$ cat src/rtl/lsu_mem_ctrl.sv
// Load/store unit: valid/ready bus master with byte strobes,
// store lane replication and load extract/extend.
module lsu_mem_ctrl #(
  parameter int ISA_WIDTH = 32,
  parameter int TIMEOUT   = 255
) (
  input  logic                 clk,
  input  logic                 rst,
  input  logic                 req_valid,
  output logic                 req_ready,
  input  logic                 mem_r_en,
  input  logic                 mem_w_en,
  input  logic [ISA_WIDTH-1:0] mem_addr,
  input  logic [ISA_WIDTH-1:0] mem_w,
  input  logic [1:0]           mem_size,
  input  logic                 mem_unsigned,
  output logic                 resp_valid,
  output logic [ISA_WIDTH-1:0] mem_r,
  output logic                 resp_err,
  output logic                 bus_req_valid,
  input  logic                 bus_req_ready,
  output logic                 bus_we,
  output logic [ISA_WIDTH-1:0] bus_addr,
  output logic [ISA_WIDTH-1:0] bus_wdata,
  output logic [3:0]           bus_wstrb,
  input  logic                 bus_resp_valid,
  input  logic [ISA_WIDTH-1:0] bus_rdata
);

  typedef enum logic [1:0] {
    IDLE, REQ, WAIT, RESP
  } state_e;

  localparam logic [7:0] TO = 8'(TIMEOUT);

  state_e               state_q, state_d;
  logic [7:0]           cnt_q;
  logic [ISA_WIDTH-1:0] addr_q, wdata_q;
  logic [3:0]           strb_q;
  logic                 we_q, uns_q;
  logic [1:0]           size_q, off_q;
  logic [ISA_WIDTH-1:0] r_q, r_d;
  logic                 err_q, err_d;

  logic                 accept, any_en;
  logic                 misal, tmo;
  logic [ISA_WIDTH-1:0] acc_wdata;
  logic [3:0]           acc_strb;
  logic [ISA_WIDTH-1:0] lane, ext;

  assign accept = (state_q == IDLE) && req_valid;
  assign any_en = mem_r_en | mem_w_en;
  assign tmo    = (cnt_q == TO);

  always_comb begin
    misal = 1'b0;
    unique case (mem_size)
      2'd0: misal = 1'b0;
      2'd1: misal = mem_addr[0];
      2'd2: misal = (mem_addr[1:0] != 2'b00);
      default: misal = 1'b1;
    endcase
  end

  always_comb begin
    acc_wdata = mem_w;
    acc_strb  = 4'hF;
    unique case (mem_size)
      2'd0: begin
        acc_wdata = {4{mem_w[7:0]}};
        acc_strb  = 4'b0001 << mem_addr[1:0];
      end
      2'd1: begin
        acc_wdata = {2{mem_w[15:0]}};
        acc_strb  = 4'b0011 << mem_addr[1:0];
      end
      default: begin
        acc_wdata = mem_w;
        acc_strb  = 4'hF;
      end
    endcase
  end

  assign lane = bus_rdata >> {off_q, 3'b000};

  always_comb begin
    ext = bus_rdata;
    unique case (1'b1)
      (size_q == 2'd0):
        ext = {{(ISA_WIDTH-8){lane[7] & ~uns_q}},
               lane[7:0]};
      (size_q == 2'd1):
        ext = {{(ISA_WIDTH-16){lane[15] & ~uns_q}},
               lane[15:0]};
      default:
        ext = bus_rdata;
    endcase
  end

  always_ff @(posedge clk or negedge rst) begin
    if (!rst) state_q <= IDLE;
    else      state_q <= state_d;
  end

  always_comb begin
    state_d = state_q;
    r_d     = '0;
    err_d   = 1'b0;
    unique case (state_q)
      IDLE: if (req_valid) begin
        if (!any_en) begin
          state_d = RESP;
        end else if (misal) begin
          state_d = RESP;
          err_d   = 1'b1;
        end else begin
          state_d = REQ;
        end
      end
      REQ: if (bus_req_ready) begin
        state_d = WAIT;
      end else if (tmo) begin
        state_d = RESP;
        err_d   = 1'b1;
      end
      WAIT: if (bus_resp_valid) begin
        state_d = RESP;
        r_d     = we_q ? '0 : ext;
      end else if (tmo) begin
        state_d = RESP;
        err_d   = 1'b1;
      end
      RESP: state_d = IDLE;
      default: state_d = IDLE;
    endcase
  end

  always_ff @(posedge clk or negedge rst) begin
    if (!rst) begin
      cnt_q   <= '0;
      addr_q  <= '0;
      wdata_q <= '0;
      strb_q  <= '0;
      we_q    <= 1'b0;
      uns_q   <= 1'b0;
      size_q  <= '0;
      off_q   <= '0;
      r_q     <= '0;
      err_q   <= 1'b0;
    end else begin
      r_q   <= r_d;
      err_q <= err_d;
      if (accept) begin
        cnt_q   <= '0;
        addr_q  <= {mem_addr[ISA_WIDTH-1:2], 2'b00};
        wdata_q <= mem_w_en ? acc_wdata : '0;
        strb_q  <= mem_w_en ? acc_strb : 4'h0;
        we_q    <= mem_w_en;
        uns_q   <= mem_unsigned;
        size_q  <= mem_size;
        off_q   <= mem_addr[1:0];
      end else if (state_q == REQ || state_q == WAIT) begin
        cnt_q <= cnt_q + 8'd1;
      end
    end
  end

  always_comb begin
    req_ready     = (state_q == IDLE);
    bus_req_valid = (state_q == REQ);
    resp_valid    = (state_q == RESP);
    bus_we        = bus_req_valid & we_q;
    bus_addr      = bus_req_valid ? addr_q : '0;
    bus_wdata     = bus_req_valid ? wdata_q : '0;
    bus_wstrb     = bus_req_valid ? strb_q : 4'h0;
    mem_r         = r_q;
    resp_err      = err_q;
  end

endmodule

$ cat config.mk
export PLATFORM = sky130hd
export DESIGN_NAME = lsu_mem_ctrl
export DESIGN_NICKNAME = d
export VERILOG_FILES = /design/src/rtl/lsu_mem_ctrl.sv
export SDC_FILE = /design/constraint.sdc
export NUM_CORES = 1
export LEC_CHECK = 0
export BUFFER_PORTS_ARGS = -buffer_cell sky130_fd_sc_hd__buf_2
export CORE_MARGIN = 2
export CORE_UTILIZATION = 54
export CTS_CLUSTER_DIAMETER = 40
export DETAILED_ROUTE_END_ITERATION = 10
export PLACE_DENSITY = 0.95
export SLEW_MARGIN = 15
export SYNTH_ARGS = -nofsm -noshare
export SYNTH_HDL_FRONTEND = slang
export SYNTH_SLANG_ARGS = --single-unit
$ cat constraint.sdc
create_clock -name clk -period 2.6 [get_ports clk]
set_input_delay 0.26 -clock clk [delete_from_list [all_inputs] [get_ports clk]]
set_output_delay 0.26 -clock clk [all_outputs]
set_load 0.03 [all_outputs]
==> flow_summary.json <==
{
  "finalSetupTns_ps": 0,
  "drt_pass1_iterations": 5,
  "async_reset_ff_frac": 1.00,
  "chipHeight_microns": 107,
  "r2r_cells": 6,
  "overflow": 0,
  "cts_root_buf": "clkbuf_8",
  "fin_crit_ps": 2460,
  "hp-start": "bus_rdata[29]",
  "irDropWorstVdd_v": 0.000631,
  "num_rows": 37,
  "synth_top_cell_by_area": "dfrtp_1",
  "hold_path_class": "input pin to register",
  "synth_edf_count": 0,
  "gp_congestion": 0.900,
  "worst-path-max-fanout": 42,
  "fmaxAchievable_mhz": 406,
  "core_area_sq_um": 10400,
  "antenna_left": 0,
  "cp.arrival_ps": 2200,
  "die_w_microns": 107,
  "final-setup-viol-count": 0,
  "grt_usage": 0.315,
  "cts_resized": 0,
  "ys.flop_type": "dfrtp_1",
  "synth_area_leaders": "dfrtp_1 50%, nand2_1 11%, and2_1 7.4%",
  "hpwlAfterDp_microns": 11200,
  "finalHoldViolations": 0,
  "start_util": 0.557,
  "grt_max_degree": 62,
  "synth-seq-cells": 115,
  "clockBufferDepth": 2,
  "r2r-end": "addr_q[17]$_DFFE_PN0P_",
  "dieArea_sq_um": 11500,
  "cts_tree": "done",
  "r2r-start": "state_q[0]$_DFFE_PN0P_",
  "skew_ps": 9.30,
  "status": "finished clean",
  "clk_pin_slew_worst_paths_ps": 60,
  "numCtsBuffers": 17,
  "clk_latency_ps": 500,
  "slew_headroom": 0.469,
  "worst_pin_slew_ps": 797,
  "synth_area_sq_um": 5780,
  "crit_start": "state_q[1]$_DFFE_PN0P_",
  "area_growth_pct": 36.0,
  "slew_viol_final": 0,
  "finalWirelength_microns": 17700,
  "antenna_cells": 0,
  "setup_slack_ps": 137,
  "num_vias": 5631,
  "syn_inst": 623,
  "worstSetupEndpointType": "primary output",
  "finalCritPeriodShare": 0.947,
  "synth.avg_cell_area_sq_um": 9.28,
  "cp-endpoint": "bus_wdata[6]",
  "drt_iter0_markers": 447,
  "critPathLaunchType": "register",
  "rsz0062_at_grt": "no",
  "io_buffers": 208,
  "fin_hold_ws_ps": 21.4,
  "finish.instance_area_sq_um": 7860,
  "clock-sinks": 115,
  "ioPinCount": 211,
  "yosysWarnings": 0,
  "cp.required_ps": 2340,
  "min_delay_path_depth": 3,
  "h-tree-depth": 4,
  "placedInstanceArea_sq_um": 6870,
  "synth.distinct_cells": 57,
  "worst-r2r-setup-slack_ps": 460,
  "crit_type": "register to primary output",
  "drc": 0,
  "drive_above_1_share": 0.329,
  "drv_cap": 0,
  "route.detailed.wl_per_inst_microns": 17.7,
  "finalNetCount": 961,
  "p_leak_nw": 4.12,
  "synth_top_area_share": 0.498,
  "grt_antenna_before_repair": 0,
  "post-place-ws_ps": 591,
  "fin_util": 0.758,
  "via_per_inst": 5.64,
  "grt_pass1_wl_microns": 28100,
  "grt_pass1_vias": 5578,
  "synth-seq-area-share": 0.498,
  "p_per_area_nw_per_um2": 1140
}
==> registers in the layout (all words and copies together), names as in the netlist <==
| name | flops |
|---|---|
| we_q | 1 |
| size_q | 2 |
| addr_q | 30 |
| strb_q | 4 |
| resp_err | 1 |
| off_q | 2 |
| mem_r | 32 |
| uns_q | 1 |
| state_q | 2 |
| wdata_q | 32 |
| cnt_q | 8 |
==> metrics by stage <==
| stage | std cells | total power, W |
|---|---|---|
| 3_3_place_gp | 931 | 0.00618 |
| 4_1_cts | 998 | 0.00885 |
| 2_1_floorplan | 624 | 0.00535 |
| 3_5_place_dp | 931 | 0.00631 |
| 6_report | 999 | 0.00892 |
| 5_1_grt | 999 | 0.00945 |
==> layer usage <==
layer / vias to the layer above / wire length (microns) / GRT usage / share of wire
li1: 2558 / - / - / -
met1: 2647 / 6450 / 0.380 / 0.36
met2: 361 / 8710 / 0.524 / 0.49
met4: 0 / 847 / 0.159 / 0.048
met3: 65 / 1690 / 0.0793 / 0.096
met5: - / 0 / 0 / 0
==> layout by cell type, fill, tap and decap left out, types with 5 or more instances in the layout <==
master / netlist / layout
a21oi_1: 13 / 13
a221oi_1: 7 / 7
and2_1: 68 / 67
buf_2: 11 / 207
buf_4: 4 / 8
clkbuf_16: 0 / 16
dfrtp_1: 115 / 115
dlygate4sd3_1: 0 / 36
inv_1: 6 / 6
mux2_2: 11 / 11
mux2_4: 6 / 6
mux2i_1: 9 / 9
nand2_1: 166 / 165
nor2_1: 10 / 10
o21ai_0: 82 / 82
o221a_1: 5 / 5
o22a_1: 7 / 7
o31ai_1: 9 / 9
==> worst min-delay path by stage <==
stage,end,slack (ps)
floorplan,addr_q[10]$_DFFE_PN0P_,-40
global placement,mem_r[16]$_DFF_PN0_,380
detailed placement,mem_r[27]$_DFF_PN0_,390
CTS,mem_r[29]$_DFF_PN0_,0.0006
global route,mem_r[18]$_DFF_PN0_,10
finish,mem_r[29]$_DFF_PN0_,20
==> worst max-delay path: stages (launching register included) <==
cell	delay, ps
dfrtp_1	440
inv_1	110
ha_2	500
buf_12	250
and2_1	180
buf_2	210
==> layout make-up <==
type,instances,area [sq um]
Clock buffer,18,428
Clock inverter,14,200
Fill cell,727,2510
Inverter,7,26.3
Multi-Input combinational cell,456,2660
Sequential cell,115,2880
Tap cell,136,170
Timing Repair Buffer,253,1500
==> repair_timing <==
action,CTS,global route
buffers inserted,0,0
endpoints found under the hold margin,93,1
hold buffers,35,1
==> where the power goes <==
group          total, W  switching [W]  internal, W  leakage (nW)
registers       0.00291       0.000472      0.00244          1.50
logic           0.00354        0.00231      0.00124          2.32
clock network   0.00247       0.000875      0.00159         0.299
total           0.00892        0.00365      0.00527          4.12
==> cells by family (layout without fill, tap and decap cells) <==
family          after synthesis  in the layout  share of synthesized area
compound gates              143            143                      0.156
xor+xnor                      5              5                    0.00758
other cells                   1              2                   0.000649
mux                          27             27                     0.0572
buf+inv                      53            292                     0.0437
flops                       115            115                      0.498
simple gates                274            274                      0.226
fa+ha+maj                     5              5                     0.0108
==> synth_stat cells, drive strengths merged (2+ instances only) <==
cell	instances
o22a	7
and2	68
inv	7
and2b	3
nand3	3
mux2	17
mux2i	9
clkbuf	27
nand2	166
nor2	10
a221oi	7
and3b	4
nor3	2
or3	2
ha	5
o21a	4
nand4	3
nor2b	4
o31ai	9
a211oi	2
o21ai	84
dfrtp	115
nand2b	2
xnor2	2
nand3b	2
o221a	7
o32ai	2
xor2	3
a21oi	14
buf	19
Power figures use the tool's default switching activity.
